===== src/rtl/cpu_selftest_ctrl.sv =====
// Self-test controller for the mips16_sc core: resets the CPU, lets it run
// until halt or timeout, then reads back data registers through the debug
// port and compares them with a loadable expected-value table.

// One expected-value table entry: enable bit, register number, value.
module cpu_selftest_entry #(
  parameter int DATA_W = 16,
  parameter int REG_AW = 3
) (
  input  logic              clock,
  input  logic              reset,
  input  logic              wr_en,
  input  logic              wr_valid,
  input  logic [REG_AW-1:0] wr_reg,
  input  logic [DATA_W-1:0] wr_val,
  output logic              ent_valid,
  output logic [REG_AW-1:0] ent_reg,
  output logic [DATA_W-1:0] ent_val
);
  // Entry storage; reset invalidates the entry.
  always_ff @(posedge clock) begin
    if (reset) begin
      ent_valid <= 1'b0;
      ent_reg   <= '0;
      ent_val   <= '0;
    end else if (wr_en) begin
      ent_valid <= wr_valid;
      ent_reg   <= wr_reg;
      ent_val   <= wr_val;
    end
  end
endmodule

module cpu_selftest_ctrl #(
  parameter int DATA_W     = 16,
  parameter int REG_AW     = 3,
  parameter int N_CHECKS   = 8,
  parameter int CYCLE_W    = 16,
  parameter int MAX_CYCLES = 1000,
  localparam int IDX_W     = (N_CHECKS > 1) ? $clog2(N_CHECKS) : 1,
  localparam int MC_W      = $clog2(N_CHECKS + 1)
) (
  input  logic               clock,
  input  logic               reset,
  input  logic               start,
  input  logic               exp_wr_en,
  input  logic [IDX_W-1:0]   exp_wr_idx,
  input  logic               exp_wr_valid,
  input  logic [REG_AW-1:0]  exp_wr_reg,
  input  logic [DATA_W-1:0]  exp_wr_val,
  output logic               cpu_reset,
  output logic               cpu_run,
  input  logic               cpu_halt,
  output logic [REG_AW-1:0]  dbg_reg_addr,
  input  logic [DATA_W-1:0]  dbg_reg_data,
  output logic               busy,
  output logic               done,
  output logic               pass,
  output logic               timeout,
  output logic [CYCLE_W-1:0] cycles,
  output logic [IDX_W-1:0]   fail_idx,
  output logic [MC_W-1:0]    mismatch_cnt
);
  typedef enum logic [2:0] {IDLE, CPU_RST, RUN, CHK_ADDR, CHK_CMP, DONE} state_t;

  state_t                           state;
  logic [CYCLE_W-1:0]               counter;
  logic [IDX_W-1:0]                 idx;
  logic [N_CHECKS-1:0]              tbl_valid;
  logic [N_CHECKS-1:0][REG_AW-1:0]  tbl_reg;
  logic [N_CHECKS-1:0][DATA_W-1:0]  tbl_val;
  logic                             wr_ok;
  logic [CYCLE_W-1:0]               cnt_inc;
  logic [IDX_W-1:0]                 idx_inc;
  logic                             last;
  logic                             cmp_miss;
  logic [MC_W-1:0]                  mis_next;

  assign wr_ok = exp_wr_en && (state == IDLE || state == DONE);

  genvar g;
  generate
    for (g = 0; g < N_CHECKS; g++) begin : g_ent
      cpu_selftest_entry #(.DATA_W(DATA_W), .REG_AW(REG_AW)) u_ent (
        .clock     (clock),
        .reset     (reset),
        .wr_en     (wr_ok && (exp_wr_idx == IDX_W'(g))),
        .wr_valid  (exp_wr_valid),
        .wr_reg    (exp_wr_reg),
        .wr_val    (exp_wr_val),
        .ent_valid (tbl_valid[g]),
        .ent_reg   (tbl_reg[g]),
        .ent_val   (tbl_val[g])
      );
    end
  endgenerate

  // Next-value helpers for the counter, the check index and the mismatch tally.
  always_comb begin
    cnt_inc  = counter + CYCLE_W'(1);
    idx_inc  = idx + IDX_W'(1);
    last     = (idx == IDX_W'(N_CHECKS - 1));
    cmp_miss = (dbg_reg_data != tbl_val[idx]);
    mis_next = mismatch_cnt + MC_W'(cmp_miss);
  end

  // Sequencer. dbg_reg_addr is loaded one step ahead (on entry to CHK_ADDR)
  // so the 1-cycle read data lines up with CHK_CMP.
  always_ff @(posedge clock) begin
    if (reset) begin
      state        <= IDLE;
      counter      <= '0;
      idx          <= '0;
      cpu_reset    <= 1'b1;
      cpu_run      <= 1'b0;
      dbg_reg_addr <= '0;
      busy         <= 1'b0;
      done         <= 1'b0;
      pass         <= 1'b0;
      timeout      <= 1'b0;
      cycles       <= '0;
      fail_idx     <= '0;
      mismatch_cnt <= '0;
    end else begin
      case (state)
        IDLE, DONE: begin
          if (start) begin
            state        <= CPU_RST;
            busy         <= 1'b1;
            done         <= 1'b0;
            pass         <= 1'b0;
            timeout      <= 1'b0;
            cycles       <= '0;
            fail_idx     <= '0;
            mismatch_cnt <= '0;
            dbg_reg_addr <= '0;
            cpu_reset    <= 1'b1;
            cpu_run      <= 1'b0;
          end
        end
        CPU_RST: begin
          state     <= RUN;
          counter   <= '0;
          cpu_reset <= 1'b0;
          cpu_run   <= 1'b1;
        end
        RUN: begin
          counter <= cnt_inc;
          if (cpu_halt) begin
            cycles  <= cnt_inc;
            idx     <= '0;
            state   <= CHK_ADDR;
            cpu_run <= 1'b0;
            if (tbl_valid[0]) dbg_reg_addr <= tbl_reg[0];
          end else if (cnt_inc == CYCLE_W'(MAX_CYCLES)) begin
            cycles    <= cnt_inc;
            timeout   <= 1'b1;
            pass      <= 1'b0;
            done      <= 1'b1;
            busy      <= 1'b0;
            cpu_run   <= 1'b0;
            cpu_reset <= 1'b1;
            state     <= DONE;
          end
        end
        CHK_ADDR: begin
          if (tbl_valid[idx]) begin
            state <= CHK_CMP;
          end else if (last) begin
            pass      <= (mismatch_cnt == '0);
            done      <= 1'b1;
            busy      <= 1'b0;
            cpu_reset <= 1'b1;
            state     <= DONE;
          end else begin
            idx <= idx_inc;
            if (tbl_valid[idx_inc]) dbg_reg_addr <= tbl_reg[idx_inc];
          end
        end
        CHK_CMP: begin
          mismatch_cnt <= mis_next;
          if (cmp_miss && mismatch_cnt == '0) fail_idx <= idx;
          if (last) begin
            pass      <= (mis_next == '0);
            done      <= 1'b1;
            busy      <= 1'b0;
            cpu_reset <= 1'b1;
            state     <= DONE;
          end else begin
            idx   <= idx_inc;
            state <= CHK_ADDR;
            if (tbl_valid[idx_inc]) dbg_reg_addr <= tbl_reg[idx_inc];
          end
        end
        default: state <= IDLE;
      endcase
    end
  end
endmodule


===== config.mk =====
export PLATFORM = sky130hd
export DESIGN_NAME = cpu_selftest_ctrl
export DESIGN_NICKNAME = d
export VERILOG_FILES = /design/src/rtl/cpu_selftest_ctrl.sv
export SDC_FILE = /design/constraint.sdc
export NUM_CORES = 1
export LEC_CHECK = 0
export ABC_AREA = 1
export BUFFER_PORTS_ARGS = -buffer_cell sky130_fd_sc_hd__buf_2
export CAP_MARGIN = 10
export CORE_ASPECT_RATIO = 1.4
export CORE_MARGIN = 2
export CORE_UTILIZATION = 60
export CTS_BUF_LIST = sky130_fd_sc_hd__clkbuf_4 sky130_fd_sc_hd__clkbuf_8
export CTS_CLUSTER_SIZE = 20
export DETAILED_ROUTE_END_ITERATION = 7
export PLACE_DENSITY = 0.9
export SLEW_MARGIN = 5
export SYNTH_ARGS = -nofsm -noshare
export SYNTH_HDL_FRONTEND = slang
export SYNTH_SLANG_ARGS = --single-unit

===== constraint.sdc =====
create_clock -name clock -period 3 [get_ports clock]
set_clock_uncertainty 0.1 [all_clocks]
set_input_delay 0.6 -clock clock [delete_from_list [all_inputs] [get_ports clock]]
set_output_delay 0.6 -clock clock [all_outputs]
set_load 0.02 [all_outputs]

# Word-level counts from Yosys, hierarchy flattened
# Cells that the tools add are included.
dict set report classes {
  n_reduce_logical 34
  muxes 57
  eq_ne 26
  magnitude_cmp 2
  add_sub_neg 3
}
# cell count
set ops {}
lappend ops {{two-way mux 16 bit} 4}
lappend ops {{case mux 16 bit (2 select lines)} 2}
lappend ops {{two-way mux 3 bit} 17}
lappend ops {{binary-select mux 16 bit (select 3 bit)} 1}
lappend ops {{== test 3 bit (second input constant)} 7}
lappend ops {{two-way mux 1 bit} 18}
lappend ops {{adder 16 x 1 -> 16 bit (second input constant)} 1}
lappend ops {{== test 16 x 10 -> 1 bit (second input constant)} 1}
lappend ops {{!= test 16 bit} 1}
lappend ops {{!= test 2 bit (second input constant)} 8}
lappend ops {{case mux 3 bit (5 select lines)} 1}
lappend ops {{AND reduction 3 bit} 5}
lappend ops {{AND reduction 5 bit} 3}
lappend ops {{== test 3 x 2 -> 1 bit (second input constant)} 4}
lappend ops {{case mux 1 bit (4 select lines)} 3}
lappend ops {{case mux 3 bit (4 select lines)} 1}
lappend ops {{logical AND 1 bit} 10}
lappend ops {{binary-select mux 3 bit (select 3 bit)} 1}
lappend ops {{case mux 3 bit (3 select lines)} 1}
lappend ops {{zero test 4 bit} 2}
lappend ops {{less-than comparator 3 x 4 -> 1 bit (second input constant)} 2}
lappend ops {{case mux 4 bit (2 select lines)} 1}
lappend ops {{AND reduction 7 bit} 1}
lappend ops {{binary-select mux 1 bit (select 3 bit)} 2}
lappend ops {{other kinds (19)} 25}
dict set report totals {
  reg_bits 214
  elab_cells 159
}

# Depth between registers and ports, before layout
dict set report depth {
  word_depth 7
  mapped_depth 22
  depth_no_buf 21
}

# Cells and area by module
# Synthesis repeated with hierarchy kept, for this count alone.
dict set report hier_totals {
  cells_unflattened 1953
  hier_area_um2 11671.2
}
# module cells_each seq_area_each_um2 area_per_inst_um2 n_inst
set modules_own_cells {}
lappend modules_own_cells {cpu_selftest_entry 127 400.4 834.6 8}
lappend modules_own_cells {cpu_selftest_ctrl 937 1081.0 4994.8 1}

# Worst setup path before layout
# OpenSTA, ideal clock, no wires.
dict set report synth_path {
  path_kind {register to register}
  start {register idx[2]}
  end {register pass}
  path_slack_ns 0.397
  arrival_ns 2.439
  t_required_ns 2.836
  path_stages_with_launch 21
  setup_time_ns 0.064
  n_path_buf 2
  period_less_slack_ns 2.603
  cell_sequence {dfxtp_1 -> buf_2 -> clkinv_1 -> buf_2 -> nand3_1 -> nand2_1 -> nand2_1 -> nand2_1 -> nor2_1 -> nand2_1 -> nor2_1 -> nand2_1 -> ha_1 -> ha_1 -> xnor2_1 -> nand2_1 -> nor4_1 -> a21oi_1 -> nand4_1 -> nand2_1 -> nor2_1}
}
dict set report synth_via {
  elab_chain_cells 7
  elab_cells_between_ends 14
}
# item line
set synth_lines {}
lappend synth_lines {{start: declaration} 68} ;# logic [IDX_W-1:0] idx;
lappend synth_lines {{start signal: assignment} 176} ;# idx <= idx_inc;
lappend synth_lines {{start signal: assignment} 190} ;# idx <= idx_inc;
lappend synth_lines {{binary-select mux 16 bit (select 3 bit)} 103} ;# cmp_miss = (dbg_reg_data != tbl_val[idx]);
lappend synth_lines {{two-way mux 16 bit (implied by the code)} 103}
lappend synth_lines {{!= test 16 bit} 103}
lappend synth_lines {{adder 4 x 1 -> 4 bit} 104} ;# mis_next = mismatch_cnt + MC_W'(cmp_miss);
lappend synth_lines {{zero test 4 bit} 184} ;# pass <= (mis_next == '0);
lappend synth_lines {{two-way mux 1 bit} 183} ;# if (last) begin
lappend synth_lines {{case mux 1 bit (4 select lines)} 125} ;# case (state)
lappend synth_lines {{end signal: assignment} 170} ;# pass <= (mismatch_cnt == '0);
lappend synth_lines {{end signal: assignment} 184}
lappend synth_lines {{end: declaration} 58} ;# output logic pass,
# Several ways; a longest one is shown, not always the timed one. The select of a mux whose other input is x is not followed.
# A chain may end at the register's enable or synchronous reset.

# Final worst setup path
dict set report layout_path {
  start {register idx[0]}
  end {register pass}
}
# Same word-level chain as after synthesis.

==> impl_metrics.json <==
{
  "antenna_found_initial": 3,
  "crit_type": "reg2reg",
  "total_power_mw": 10.0,
  "path_max_fanout": 27,
  "initial_utilization_pct": 60.6,
  "drt_first_iter_violations": 912,
  "clk_latency_ns": 0.54,
  "hold_path.class": "in2reg",
  "synth_top_family_by_area": "simple AND/OR/NAND/NOR gates",
  "cp.arrival_ns": 3.37,
  "via_per_inst": 5.63,
  "required_ns": 3.37,
  "drc": 0,
  "clk_path_buf_depth": 3,
  "clk_pin_slew_ns": 0.07,
  "cpLargestDelayFamily": "simple AND/OR/NAND/NOR gates",
  "slew_viol_final": 0,
  "wirelength_um": 29400,
  "die_w_um": 115,
  "synth_xor_xnor_area_share_pct": 1.18,
  "crit_top_cell": "nand2_1",
  "path_buf_inv": 1,
  "cp_cell_sequence": "buf_8 -> nand2_1 -> nand3_1 -> nand3_1 -> nand3b_1 -> nand2_1 -> nor2_1 -> nand2_1 -> nor2_1 -> nand2_2 -> ha_2 -> ha_1 -> xnor2_2 -> nand2_1 -> nor4_2 -> a21oi_1 -> nand4_1 -> nand2_1 -> nor2_1",
  "syn_avg_cell_area_um2": 6.61,
  "htree_num_levels": 2,
  "fin_crit_ns": 3.00,
  "synth-warning-count": 0,
  "syn_to_final_growth_pct": 14.9,
  "rsz0062_at_grt": "true",
  "wl_met3_um": 2210,
  "drt-pass1-iter-count": 7,
  "grt_max_degree": 64,
  "synth-compound-area-share_pct": 18.2,
  "dpl.hpwl_um": 19100,
  "syn-instance-count": 1576,
  "met2_length_um": 14900,
  "final_layout_size_suffix_gt1_share_pct": 13.1,
  "relSlewSlack_pct": 25.4,
  "power_density_nw_per_um2": 836,
  "grt_pass1_vias": 10300,
  "cts.sinks": 214,
  "p_leak_nw": 5.23,
  "syn_nets": 1626,
  "syn_area_um2": 10400,
  "drv_cap": 0,
  "largest_reg_flops": 128,
  "cts_hold_buf": 0,
  "final_cell_area_um2": 12000,
  "io_buffers": 75,
  "place_area_um2": 11100,
  "ys_types": 33,
  "fin_tns_setup_ns": 0,
  "nets": 1687,
  "num_vias": 10700,
  "cts_tree": "built",
  "grt_pass1_wl_um": 47500,
  "cts_buffers": 35,
  "fmax_mhz": 334,
  "routedWlPerCell_um": 15.5,
  "met1Wirelength_um": 10500,
  "ir_drop_uv": 574,
  "end_kind": "flip-flop",
  "muxShareOfSynthArea_pct": 0,
  "period_share_pct": 99.9,
  "status": "finished clean",
  "slowest_stage": "dfxtp_4",
  "yosys.area_share.adder_pct": 0.721,
  "rows": 57,
  "gp_congestion": 0.908,
  "final_antenna_net_count": 0,
  "seq_area_frac_synth_pct": 41.1,
  "fp.dieH_um": 160,
  "grt_overflow": 0,
  "finalHoldViolations": 0,
  "cts_root_buf": "clkbuf_8",
  "coreArea_um2": 17200,
  "io_pins": 76,
  "track_usage_pct": 31.6,
  "die_area_um2": 18400,
  "yosys.area_share.simple_pct": 27.4,
  "ys_ff_latch": 214,
  "place_ws_ns": 0.0531,
  "highest_layer": "met5",
  "startpoint_type": "flip-flop",
  "worst_slew_pin_slew_ns": 1.12,
  "max_stage_delay_ns": 0.45,
  "setup_viol": 0,
  "fin_ws_ns": 0.00159
}
==> stage by stage <==
step           instances  utilization [%]  hold WS (ns)
2_1_floorplan       1576                -         0.324
3_3_place_gp        1832             64.5         0.336
3_5_place_dp        1832             64.5         0.341
4_1_cts             1890             68.7         0.266
5_1_grt             1896             69.7         0.287
6_report            1896             69.7         0.286
==> worst register-to-register path, stage by stage (launching register included) <==
cell,delay (ns)
dfxtp_4,0.45
buf_8,0.23
nand2_1,0.09
nand3_1,0.11
nand3_1,0.11
nand3b_1,0.12
nand2_1,0.07
nor2_1,0.10
nand2_1,0.06
nor2_1,0.12
nand2_2,0.11
ha_2,0.19
ha_1,0.20
xnor2_2,0.15
nand2_1,0.10
nor4_2,0.29
a21oi_1,0.07
nand4_1,0.11
nand2_1,0.06
nor2_1,0.08
==> cell usage after synthesis, drive strengths merged <==
| library cell | n | area share, % |
|---|---|---|
| dfxtp | 214 | 41 |
| nor4 | 3 | 0.32 |
| or2 | 3 | 0.18 |
| a211oi | 1 | 0.072 |
| ha | 6 | 0.72 |
| xor2 | 10 | 0.84 |
| a221oi | 3 | 0.25 |
| nor2 | 181 | 6.8 |
| buf | 25 | 1.3 |
| o22ai | 3 | 0.18 |
| nand4 | 23 | 1.4 |
| nand3b | 12 | 0.86 |
| xnor2 | 4 | 0.34 |
| o21ai | 201 | 9.7 |
| clkbuf | 65 | 2.3 |
| clkinv | 5 | 0.18 |
| a21oi | 161 | 7.7 |
| a21o | 1 | 0.072 |
| nor3 | 10 | 0.67 |
| o211ai | 3 | 0.22 |
| nand3 | 103 | 5.1 |
| inv | 209 | 7.5 |
| nand2 | 330 | 12 |
==> placed cells by master (no fill, tap or decap), types with 5 or more instances in the layout <==
| cell | netlist | routed |
|---|---|---|
| buf_4 | 0 | 22 |
| nand2_2 | 12 | 13 |
| clkbuf_8 | 0 | 42 |
| xor2_1 | 10 | 10 |
| buf_12 | 0 | 11 |
| nor3_1 | 6 | 5 |
| nand4_1 | 23 | 23 |
| nand3b_1 | 12 | 12 |
| nand2_1 | 318 | 317 |
| clkbuf_4 | 0 | 10 |
| o21ai_0 | 200 | 200 |
| nand3_1 | 102 | 100 |
| ha_1 | 6 | 5 |
| buf_2 | 17 | 75 |
| a21oi_1 | 161 | 161 |
| dfxtp_1 | 214 | 212 |
| nor2_1 | 175 | 171 |
| nor2_2 | 4 | 8 |
| inv_1 | 205 | 205 |
| nor3_2 | 4 | 5 |
==> what timing repair did <==
action	in CTS	in global routing
cloned	0	2
gates resized for setup	1	26
endpoints found under the setup margin	1	2
pin swaps	0	3
setup buffers	0	2
==> kinds of logic after synthesis <==
group	after synthesis
xor gates and xnor gates	14
and+or+nand+nor	665
AOI/OAI and AO/OA	373
DFF	214
adders and majority gates	6
buffers and inverters	304
==> final timing paths <==
path	start	endpoint	slack, ns	cells after the start
setup reg to reg	idx[0]	pass	0.002	19
hold / removal	start	busy	0.29	3
hold reg to reg	g_ent[7].u_ent.ent_val[8]	g_ent[7].u_ent.ent_val[8]	0.35	2
setup / recovery	idx[0]	pass	0.002	19
==> metal layers <==
layer / up-vias / global-route usage (%)
met5: - / 0
met4: 2 / 18.8
met3: 155 / 5.24
met2: 542 / 55.6
met1: 4802 / 34.9
li1: 5178 / -
==> final cells by class <==
cell class                      instances  area, um^2
Fill cell                            1364        5220
Multi-Input combinational cell       1058        4990
Sequential cell                       214        4290
Timing Repair Buffer                  114         860
Inverter                              214         816
Clock buffer                           52         653
Tap cell                              236         295
Clock inverter                          6        61.3
Antenna cell                            2        5.00
==> report_power, final <==
part	internal (mW)	switching (mW)	total, mW
clock	1.48	1.16	2.64
sequential	3.21	0.197	3.41
combinational	1.37	2.58	3.96
Note: power is estimated with default switching activity, not from simulation.
